File: config.mk
export PLATFORM = sky130hd
export DESIGN_NAME = mem_copy_engine
export DESIGN_NICKNAME = d
export VERILOG_FILES = /design/src/rtl/mem_pkg.sv /design/src/rtl/mem_copy_engine.sv
export SDC_FILE = /design/constraint.sdc
export NUM_CORES = 1
export LEC_CHECK = 0
export CAP_MARGIN = 20
export CORE_MARGIN = 1
export CORE_UTILIZATION = 55
export DETAILED_ROUTE_END_ITERATION = 12
export GPL_TIMING_DRIVEN = 0
export HOLD_SLACK_MARGIN = 0.02
export PLACE_DENSITY = 0.88
export SYNTH_ARGS = -nofsm -noshare
export SYNTH_HDL_FRONTEND = slang
export SYNTH_SLANG_ARGS = --single-unit
File: constraint.sdc
create_clock -name CLK -period 13.9 [get_ports CLK]
set_clock_uncertainty 0.15 [all_clocks]
set_input_delay 2.085 -clock CLK [delete_from_list [all_inputs] [get_ports CLK]]
set_output_delay 2.085 -clock CLK [all_outputs]
set_load 0.005 [all_outputs]
File: src/rtl/mem_pkg.sv
// Shared types for the memory copy/fill engine: FSM states, operation codes
// and the default data/address width.
package mem_pkg;

  localparam int unsigned DEFAULT_WIDTH = 32;

  typedef enum logic [1:0] {
    IDLE   = 2'd0,
    READ   = 2'd1,
    WRITE  = 2'd2,
    FINISH = 2'd3
  } state_t;

  typedef enum logic {
    OP_COPY = 1'b0,
    OP_FILL = 1'b1
  } op_t;

endpackage

File: src/rtl/mem_copy_engine.sv
// Word-granular memcpy / memset engine driving a single-port RAM with
// combinational read data. COPY alternates READ/WRITE per word; FILL writes every cycle.
module mem_copy_engine
  import mem_pkg::*;
#(
  parameter int unsigned WIDTH    = DEFAULT_WIDTH,
  parameter int unsigned ADDR_MAX = 1024
) (
  input  logic             CLK,
  input  logic             RST_N,
  input  logic             START,
  input  logic             OP,
  input  logic [WIDTH-1:0] SRC,
  input  logic [WIDTH-1:0] DST,
  input  logic [WIDTH-1:0] LEN,
  input  logic [WIDTH-1:0] FILL_VAL,
  output logic             BUSY,
  output logic             DONE,
  output logic             ERROR,
  output logic             MEM_WE,
  output logic [WIDTH-1:0] MEM_ADDRESS,
  output logic [WIDTH-1:0] MEM_WD,
  input  logic [WIDTH-1:0] MEM_RD
);

  localparam logic [WIDTH:0] LIMIT = (WIDTH+1)'(ADDR_MAX);

  state_t           state_q, state_d;
  op_t              op_q, op_d;
  logic [WIDTH-1:0] src_q, src_d;
  logic [WIDTH-1:0] dst_q, dst_d;
  logic [WIDTH-1:0] len_q, len_d;
  logic [WIDTH-1:0] fill_q, fill_d;
  logic [WIDTH-1:0] data_q, data_d;
  logic [WIDTH-1:0] idx_q, idx_d;
  logic             err_q, err_d;

  logic [WIDTH:0]   dst_last;
  logic [WIDTH:0]   src_last;
  logic             range_bad;

  // One extra bit so a wrapping end address is caught as out of range.
  always_comb begin
    dst_last  = {1'b0, DST} + {1'b0, LEN} - (WIDTH+1)'(1);
    src_last  = {1'b0, SRC} + {1'b0, LEN} - (WIDTH+1)'(1);
    range_bad = (LEN != '0) &&
                ((dst_last > LIMIT) || ((op_t'(OP) == OP_COPY) && (src_last > LIMIT)));
  end

  always_ff @(posedge CLK) begin
    if (!RST_N) begin
      state_q <= IDLE;
      op_q    <= OP_COPY;
      src_q   <= '0;
      dst_q   <= '0;
      len_q   <= '0;
      fill_q  <= '0;
      data_q  <= '0;
      idx_q   <= '0;
      err_q   <= 1'b0;
    end else begin
      state_q <= state_d;
      op_q    <= op_d;
      src_q   <= src_d;
      dst_q   <= dst_d;
      len_q   <= len_d;
      fill_q  <= fill_d;
      data_q  <= data_d;
      idx_q   <= idx_d;
      err_q   <= err_d;
    end
  end

  always_comb begin
    state_d     = state_q;
    op_d        = op_q;
    src_d       = src_q;
    dst_d       = dst_q;
    len_d       = len_q;
    fill_d      = fill_q;
    data_d      = data_q;
    idx_d       = idx_q;
    err_d       = 1'b0;
    BUSY        = (state_q != IDLE);
    DONE        = 1'b0;
    MEM_WE      = 1'b0;
    MEM_ADDRESS = '0;
    MEM_WD      = '0;

    case (state_q)
      IDLE: begin
        if (START) begin
          if (range_bad) begin
            err_d = 1'b1;
          end else begin
            op_d   = op_t'(OP);
            src_d  = SRC;
            dst_d  = DST;
            len_d  = LEN;
            fill_d = FILL_VAL;
            idx_d  = '0;
            if (LEN == '0)                  state_d = FINISH;
            else if (op_t'(OP) == OP_COPY)  state_d = READ;
            else                            state_d = WRITE;
          end
        end
      end
      READ: begin
        MEM_ADDRESS = src_q + idx_q;
        data_d      = MEM_RD;
        state_d     = WRITE;
      end
      WRITE: begin
        MEM_WE      = 1'b1;
        MEM_ADDRESS = dst_q + idx_q;
        MEM_WD      = (op_q == OP_COPY) ? data_q : fill_q;
        if (idx_q == len_q - WIDTH'(1)) begin
          state_d = FINISH;
        end else begin
          idx_d   = idx_q + WIDTH'(1);
          state_d = (op_q == OP_COPY) ? READ : WRITE;
        end
      end
      FINISH: begin
        DONE    = 1'b1;
        state_d = IDLE;
      end
      default: state_d = IDLE;
    endcase
  end

  assign ERROR = err_q;

endmodule

==> reports/qor.csv <==
stage;metric;value;unit
yosys;synth_compound_area_share;16.68;%
setup_path;critPathRequiredTime;11.66;ns
timing;fin_crit;8.978;ns
yosys;syn_nets;2543;
yosys;syn_inst;2213;
clock_tree;htree_levels;4;
setup_path;end_kind;output pin;
routing;drc;0;
clock_tree;post_cts_buffers;0;
power;p_leak;0.009404;uW
finish;drive_gt1_share;5.212;%
yosys;synth_cell_types;84;
finish;layout_commonest_cell;inv_1;
routing;drt_iter0_markers;1592;
yosys;ys_warn_count;0;
yosys;synth_edf_count;0;
place;port_buffers;230;
yosys;syn-cell-area;17080;um^2
yosys;synth_top_family_by_area;simple AND/OR/NAND/NOR gates;
floorplanning;start_util;55.82;%
finish;final_cell_mix;inv_1, nor2_1, clkdlybuf4s50_1;
finish;area_delta_synth_final;20.17;%
clock_tree;cts_buffers;17;
timing;setup-tns-final;0;ns
clock_tree;cts_tree;yes;
clock_tree;cts_resized;0;
floorplanning;dieArea;31760;um^2
global_route;overflow;0;
timing;rsz0062_at_grt;no;
yosys;ys_seq_area_share;22.98;%
place;dpl.hpwl;44.87;mm
routing;antenna_left;0;
yosys;ys_seq_elements;196;
yosys;synthMuxAreaShare;14.12;%
clock_tree;cts_hold_buf;0;
routing;firstDrtPassIters;9;
yosys;synth-xor-area-share;4.667;%
power;power;1556;uW
power;power.density;75.82;nW/um^2
setup_path;cp-start-kind;register;
yosys;synthAdderAreaFrac;12.29;%
yosys;ys.flop_type;dfxtp_1;
place;dp_slack;5.320;ns
global_route;grt_max_degree;20;
timing;tightestPinTransition;1.025;ns
timing;setup_violations;0;
yosys;synth-simple-area-share;20.82;%
routing;wl;55.75;mm
run_status;status;completed;
routing;detail_route.wl_per_cell;19.41;um
clock_tree;path_clk_slew;0.08;ns
timing;finalMaxSlewViolations;0;
timing;hold_ws;0.3498;ns
global_route;grt_pass1_vias;15960;
yosys;synthArstFlopShare;0;%
finish;final_nets;2792;
setup_path;arrival;6.74;ns
job;cap_violations;0;
global_route;grt_pass1_wl;84.09;mm
floorplanning;die_y;178.2;um
global_route;grt_usage;34.02;%
timing;fmax;111.4;MHz
clock_tree;cts_root_buf;clkbuf_16;
clock_tree;cts_num_sinks;196;
timing;post-route-worst-setup-slack;4.922;ns
floorplanning;die_w;178.2;um
global_route;antenna_found_initial;5;
floorplanning;fp.coreArea;30590;um^2
clock_tree;clock_path_buffers;2;
place;routabilityCongestion;0.9750;
timing;slew_headroom;31.05;%
hold_path;hold_class;register to register;
floorplanning;rows;64;
yosys;synth_area_per_cell;7.716;um^2
routing;drt-vias-per-instance;6.034;
power;vdd_drop_max;0.08908;mV
routing;vias;17330;
floorplanning;io_pins;232;
timing;hold_viol;0;
clock_tree;clk_latency;0.45;ns
setup_path;path_class;register to output pin;
setup_path;crit_fanout;10;
finish;fill_cells;2504;
timing;period_share;64.59;%
## metrics by stage
stage	cell area [um^2]	cells	utilization [%]
detailed placement	19870	2839	64.97
global placement	19870	2839	64.97
global route	20520	2871	67.08
CTS	20520	2871	67.08
floorplan	17080	2213	-
finish	20520	2872	67.09
## where the power goes
group / total, uW / internal [uW] / switching (uW)
registers: 561 / 561 / 0.0389
clock network: 548 / 294 / 254
logic: 447 / 183 / 264
total: 1560 / 1040 / 518
## logic make-up (layout without fill, tap and decap cells)
kind of cell    count (synthesis)  count (layout)
compound gates                431             431
xor+xnor                       91              91
fa+ha+maj                     166             166
buf+inv                       371             633
flops                         196             196
mux                           237             237
other cells                     0               1
simple gates                  721             721
## worst max-delay path, cell delays in order (launching register included)
cell             delay, ns
dfxtp_1               0.37
inv_1                 0.11
ha_1                  0.18
buf_2                 0.23
buf_2                 0.31
buf_2                 0.39
mux2_2                0.40
ha_1                  0.22
inv_1                 0.08
fa_1                  0.18
nor2b_1               0.06
o21ai_0               0.22
a21oi_1               0.14
o41a_1                0.40
a211oi_1              0.42
o21ai_0               0.21
a31oi_1               0.30
o21ai_0               0.22
o31a_1                0.34
a221oi_1              0.53
o21ai_0               0.21
xnor2_1               0.15
and2_1                0.13
clkdlybuf4s50_1       0.49
## registers in the layout, indices dropped and copies added (netlist names)
| signal | cells |
|---|---|
| ERROR | 1 |
| data_q | 32 |
| dst_q | 32 |
| fill_q | 32 |
| idx_q | 32 |
| len_q | 32 |
| op_q | 1 |
| src_q | 32 |
| state_q | 2 |
## final timing paths
check / slack, ns / cells after the start / start / endpoint
worst max-delay path: 4.92 / 23 / state_q[0] / MEM_ADDRESS[30]
worst min-delay path: 0.35 / 2 / dst_q[18] / dst_q[18]
worst max register to register: 8.23 / 16 / len_q[0] / idx_q[6]
worst min register to register: 0.35 / 2 / dst_q[18] / dst_q[18]
## layout make-up
type	count	area [um^2]	share of cell area, %
inverter	267	1002	4.884
antenna	1	2.502	0.01219
buffer	104	439.2	2.140
multi-input combinational	1646	11710	57.07
timing repair buffer	230	2302	11.22
tap	396	495.5	2.414
clock buffer	18	429.2	2.091
sequential	196	3924	19.12
clock inverter	14	215.2	1.049
## per-layer routing
| metal | routed length (um) | share of wire (%) | vias up | track usage (%) |
|---|---|---|---|---|
| met3 | 5272 | 9.5 | 170 | 6.714 |
| met5 | 58 | 0.10 | - | 0 |
| met4 | 2242 | 4.0 | 8 | 14.05 |
| li1 | - | - | 8201 | - |
| met2 | 24700 | 44 | 893 | 54.05 |
| met1 | 23470 | 42 | 8059 | 44.84 |
## cell usage after synthesis, drive strengths merged (7+ instances only)
| library cell | n | share of area (%) |
|---|---|---|
| nand2b | 23 | 0.84 |
| clkbuf | 67 | 1.5 |
| a41oi | 7 | 0.36 |
| o21a | 27 | 1.2 |
| or2 | 10 | 0.37 |
| nor4 | 28 | 1.0 |
| and3b | 7 | 0.36 |
| buf | 37 | 1.1 |
| a31oi | 12 | 0.44 |
| nor3b | 7 | 0.31 |
| a21oi | 114 | 3.4 |
| nor3 | 54 | 1.6 |
| xnor2 | 62 | 3.2 |
| mux2 | 31 | 2.0 |
| mux2i | 206 | 12 |
| a21bo | 8 | 0.47 |
| or3 | 17 | 0.65 |
| ha | 163 | 12 |
| nand4 | 30 | 1.1 |
| and3 | 13 | 0.48 |
| and2 | 30 | 1.1 |
| o211ai | 17 | 0.75 |
| nand3 | 51 | 1.5 |
| o2bb2ai | 7 | 0.36 |
| nand2 | 123 | 2.8 |
| xor2 | 29 | 1.5 |
| a211oi | 16 | 0.70 |
| nor2b | 41 | 1.5 |
| a21boi | 20 | 0.88 |
| a21o | 20 | 0.88 |
| o21ai | 99 | 2.9 |
| o21bai | 12 | 0.53 |
| nor2 | 254 | 5.6 |
| inv | 266 | 5.8 |
| o22ai | 9 | 0.33 |
| a2111oi | 7 | 0.43 |
| or4 | 14 | 0.64 |
| dfxtp | 196 | 23 |
Power figures use the tool's default switching activity.
